[config.mk]
export PLATFORM = sky130hd
export DESIGN_NAME = fpu_sched
export DESIGN_NICKNAME = d
export VERILOG_FILES = /design/src/rtl/fpu_sched.sv
export SDC_FILE = /design/constraint.sdc
export NUM_CORES = 1
export LEC_CHECK = 0
export BUFFER_PORTS_ARGS = -buffer_cell sky130_fd_sc_hd__buf_2
export CAP_MARGIN = 15
export CORE_MARGIN = 1.5
export CORE_UTILIZATION = 40
export DETAILED_ROUTE_END_ITERATION = 6
export GPL_ROUTABILITY_DRIVEN = 0
export PLACE_DENSITY = 0.73
export SLEW_MARGIN = 20
export SYNTH_ARGS = -nofsm -noshare
export SYNTH_HDL_FRONTEND = slang
export SYNTH_SLANG_ARGS = --single-unit
[constraint.sdc]
create_clock -name clk -period 1.5 [get_ports clk]
set_input_delay 0.3 -clock clk [delete_from_list [all_inputs] [get_ports clk]]
set_output_delay 0.3 -clock clk [all_outputs]
set_load 0.02 [all_outputs]
[src/rtl/fpu_sched.sv]
// Single-outstanding dispatch controller between the core and the shared FPU bank.
// Optional WAIT timeout is enabled by defining FPU_SCHED_TIMEOUT_EN.
module fpu_sched #(
    parameter int NUNIT   = 10,
    parameter int TIMEOUT = 1023
) (
    input  logic             clk,
    input  logic             rst_n,
    input  logic             req_valid,
    output logic             req_ready,
    input  logic [3:0]       req_unit,
    input  logic [31:0]      req_a,
    input  logic [31:0]      req_b,
    input  logic [7:0]       req_c,
    output logic             rsp_valid,
    input  logic             rsp_ready,
    output logic [31:0]      rsp_data,
    output logic             rsp_err,
    output logic [31:0]      fpu_data_a,
    output logic [31:0]      fpu_data_b,
    output logic [7:0]       fpu_data_c,
    output logic [NUNIT-1:0] fpu_in_valid,
    input  logic [31:0]      fpu_out,
    input  logic             fpu_out_valid,
    output logic             busy
);
    typedef enum logic [1:0] {IDLE, ISSUE, WAIT, DONE} state_t;

    state_t     state, state_nx;
    logic       rdy_q;
    logic [3:0] unit_q;
    logic       accept, unit_ok, timeout_hit;

    localparam logic [NUNIT-1:0] ONE = {{(NUNIT-1){1'b0}}, 1'b1};

    // rdy_q holds req_ready low until the first edge after reset release
    assign req_ready    = (state == IDLE) && rdy_q;
    assign accept       = req_valid && req_ready;
    assign unit_ok      = int'(req_unit) < NUNIT;
    assign rsp_valid    = (state == DONE);
    assign busy         = (state != IDLE);
    assign fpu_in_valid = (state == ISSUE) ? (ONE << unit_q) : '0;

`ifdef FPU_SCHED_TIMEOUT_EN
    logic [15:0] wait_cnt;

    assign timeout_hit = (state == WAIT) && (wait_cnt == 16'(TIMEOUT));

    always_ff @(posedge clk or negedge rst_n) begin
        if (!rst_n)
            wait_cnt <= '0;
        else if (state == ISSUE)
            wait_cnt <= '0;
        else if (state == WAIT)
            wait_cnt <= wait_cnt + 16'd1;
    end
`else
    assign timeout_hit = 1'b0;
`endif

    always_comb begin
        state_nx = state;
        case (state)
            IDLE:  if (accept) state_nx = unit_ok ? ISSUE : DONE;
            ISSUE: state_nx = WAIT;
            WAIT:  if (fpu_out_valid || timeout_hit) state_nx = DONE;
            DONE:  if (rsp_ready) state_nx = IDLE;
            default: state_nx = IDLE;
        endcase
    end

    always_ff @(posedge clk or negedge rst_n) begin
        if (!rst_n) begin
            state <= IDLE;
            rdy_q <= 1'b0;
        end else begin
            state <= state_nx;
            rdy_q <= 1'b1;
        end
    end

    always_ff @(posedge clk or negedge rst_n) begin
        if (!rst_n) begin
            unit_q     <= '0;
            fpu_data_a <= '0;
            fpu_data_b <= '0;
            fpu_data_c <= '0;
            rsp_data   <= '0;
            rsp_err    <= 1'b0;
        end else begin
            if (accept) begin
                unit_q     <= req_unit;
                fpu_data_a <= req_a;
                fpu_data_b <= req_b;
                fpu_data_c <= req_c;
                if (!unit_ok) begin
                    rsp_err  <= 1'b1;
                    rsp_data <= '0;
                end
            end
            // a result arriving on the timeout cycle takes priority
            if (state == WAIT) begin
                if (fpu_out_valid) begin
                    rsp_data <= fpu_out;
                    rsp_err  <= 1'b0;
                end else if (timeout_hit) begin
                    rsp_data <= 32'hFFFF_FFFF;
                    rsp_err  <= 1'b1;
                end
            end
        end
    end
endmodule

==> reports/metrics.cfg <==
[status]
status=finished with violations
violations=negative setup slack

[timing]
hold_viol_final=0
fin_ws_ns=-0.421
post-route-min-period_ns=1.92
rsz0062_at_grt=yes
timing.hold.ws_ns=0.151
setup_violations=124
slew_violations=0
fin_skew_ns=0.00764
post-route-period-util_pct=128
fmax_mhz=521

[drt]
antenna_left=0
drcViolationCount=0
drt_wl_total_um=11800
vias=3621
via_per_inst=4.82
dr.first_iter.drc_count=120
wl_per_cell_um=15.7
first_pass_iters=4

[die]
start_util_pct=41.7
coreArea_um2=11000
rows=38
io_pins=231
die_area_um2=12100
fp.dieW_um=110
die_height_um=110

[clock_network]
cts_buffers=9
cts.htree.levels=3
cts_sinks=112
clockBufferDepth=2
cts.reportedPaths.clkPinSlew_ns=0.07
ctsRootBufferMaster=clkbuf_16
cts_tree=built
clk_latency_ns=0.35

[hold_path]
whs_endpoint=rsp_data[26]$_DFF_PN0_
min_path_cells=3
min_from=fpu_out[26]
hold_class=primary input to register

[setup_path]
cp_cell_sequence=inv_2, ha_4, or3b_4, nor3_4, buf_6
critPathCaptureType=output port
required_ns=1.20
crit_family=simple AND/OR/NAND/NOR gates
crit_arrival_ns=1.62
regToRegSetupSlack_ns=-0.32
path_max_fanout=2
crit_buf_inv=2
ff2ff_path_depth=6
r2r_start=state[0]$_DFFE_PN0P_
cp_slowest_stage_delay_ns=0.41
start_kind=register
cpMaxStageDelayCell=or3b_4
reg2reg_to=state[1]$_DFFE_PN0P_
path_class=register to output port

[synthesis]
yosysUniqueCellTypes=27
ys_seq_elements=112
synth_warnings=0
mappedNetlistArea_um2=4600
avgSynthCellArea_um2=13.4
syn_nets=462
synth_edf_count=0
yosysTopAreaCellShare_pct=61.0
synth.most_common_cell=dfrtp_1
synth_top_area_cell=dfrtp_1
synthTopCellsByArea=dfrtp_1 (61%), mux2_4 (13%), mux2_2 (9.1%), nand2_1 (5.6%), o21ai_0 (3.6%)
synthCells=344
yosys-top-cells-count=dfrtp_1 (112), nand2_1 (68), mux2_4 (40), mux2_2 (37), o21ai_0 (33)
async_reset_ff_share_pct=100
synthFlopType=dfrtp_1
synth_seq_area_share_pct=61.0

[final_layout]
fill_cells=899
layout-drive-gt1-share_pct=62.7
syn2layout_area_growth_pct=47.9
multiInputGateArea_um2=1830
layout.nets=725
design_area_um2=6800
final_core_util_pct=61.6
seq_area_um2=2800
fin_cells=752
antennaDiodeCount=0

[place]
dp_hpwl_um=8320
place_inst=722
numPortBuffers=230
placed_cell_area_um2=6150

[power_and_ir_drop]
cellPowerDensity_nw_per_um2=2180
p_leak_nw=3.58
peakVddDrop_v=0.00139

[global_route]
grt_max_degree=38
antenna_found_initial=0
grt_pass1_vias=3523
grt_usage_pct=18.4
grt_pass1_wl_um=17000
grt_overflow=0

[flow_run]
maxCapViolations=0

cell usage in the layout, fill, tap and decap left out, drive strengths merged:
cell / Yosys / final
a222oi: 1 / 1
and3: 1 / 1
o21ai: 33 / 33
clkbuf: 5 / 14
mux2: 77 / 77
nor3: 4 / 4
nand3: 2 / 4
inv: 6 / 7
conb: 1 / 1
buf: 13 / 264
nor4: 1 / 1
nand3b: 1 / 1
ha: 5 / 5
or3b: 1 / 1
and2: 2 / 2
dfrtp: 112 / 112
clkinv: 0 / 4
mux2i: 2 / 2
nand2: 68 / 68
nand2b: 1 / 1
dlygate4sd3: 0 / 1
nor3b: 1 / 1
o21a: 1 / 1
nor2: 6 / 6
worst max-delay path by stage:
| stage | from | to | slack [ns] | cells after the start |
|---|---|---|---|---|
| after global routing | state[1]$_DFFE_PN0P_ | fpu_in_valid[0] | -0.50 | 5 |
| after detailed placement | state[0]$_DFFE_PN0P_ | rsp_data[28]$_DFF_PN0_ | -0.25 | 6 |
| after CTS | state[1]$_DFFE_PN0P_ | fpu_in_valid[0] | -0.45 | 5 |
| after global placement | state[0]$_DFFE_PN0P_ | fpu_data_a[16]$_DFFE_PN0N_ | -0.16 | 5 |
| after floorplan | state[1]$_DFFE_PN0P_ | fpu_in_valid[0] | -0.13 | 4 |
| final | state[1]$_DFFE_PN0P_ | fpu_in_valid[0] | -0.42 | 5 |
repair_timing:
item,4_1_cts,5_1_grt
setup buffers,4,4
hold buffers,1,0
hold endpoints to repair,24,0
resized for setup,33,27
gates cloned,1,5
endpoints found under the setup margin,124,123
pin swaps,2,2
cells by family (layout without fill, tap and decap cells):
logic type / count (synthesis) / after routing / share of synthesized area [%]
adder cells (fa/ha/maj): 5 / 5 / 1.36
buffers and inverters: 24 / 290 / 3.02
other: 1 / 1 / 0.0816
AND/OR/NAND/NOR: 88 / 90 / 8.00
AO/OA/AOI/OAI: 35 / 35 / 3.98
flip-flops: 112 / 112 / 61.0
multiplexers: 79 / 79 / 22.6
per-stage QoR:
stage | setup TNS (ns) | setup slack (ns) | power (W)
after floorplan | -1.36 | -0.132 | 0.00947
after global placement | -14.83 | -0.162 | 0.0118
after detailed placement | -21.84 | -0.253 | 0.0120
after CTS | -15.92 | -0.451 | 0.0146
after global routing | -32.38 | -0.504 | 0.0157
final | -22.30 | -0.421 | 0.0148
report_power, final:
part / internal, W / leakage (nW) / total (W) / switching [W]
clock network: 0.00123 / 0.146 / 0.00230 / 0.00107
logic: 0.00333 / 2.07 / 0.00724 / 0.00391
registers: 0.00448 / 1.36 / 0.00528 / 0.000799
layer usage:
metal | GRT usage (%) | vias up | share of wire, %
met5 | 0 | - | 0
li1 | - | 1686 | -
met4 | 6.41 | 0 | 1.3
met3 | 6.82 | 16 | 8.9
met1 | 19.6 | 1778 | 37
met2 | 33.3 | 141 | 52
flip-flops by register name, indices dropped and copies added (netlist names):
name,cells
rdy_q,1
rsp_err,1
rsp_data,32
unit_q,4
fpu_data_b,32
fpu_data_c,8
state,2
fpu_data_a,32
tightest hold or removal path: stages:
cell,delay (ns)
buf_2,0.07
nand2_1,0.03
o21ai_0,0.05
final cells by class:
type / count / share of cell area, %
timing repair buffer: 268 / 24.7
inverter: 6 / 0.368
multi-input combinational: 210 / 26.8
clock inverter: 5 / 0.589
sequential: 112 / 41.2
clock buffer: 11 / 3.72
tap: 140 / 2.58
No activity file was read; power rests on OpenSTA's default activity.
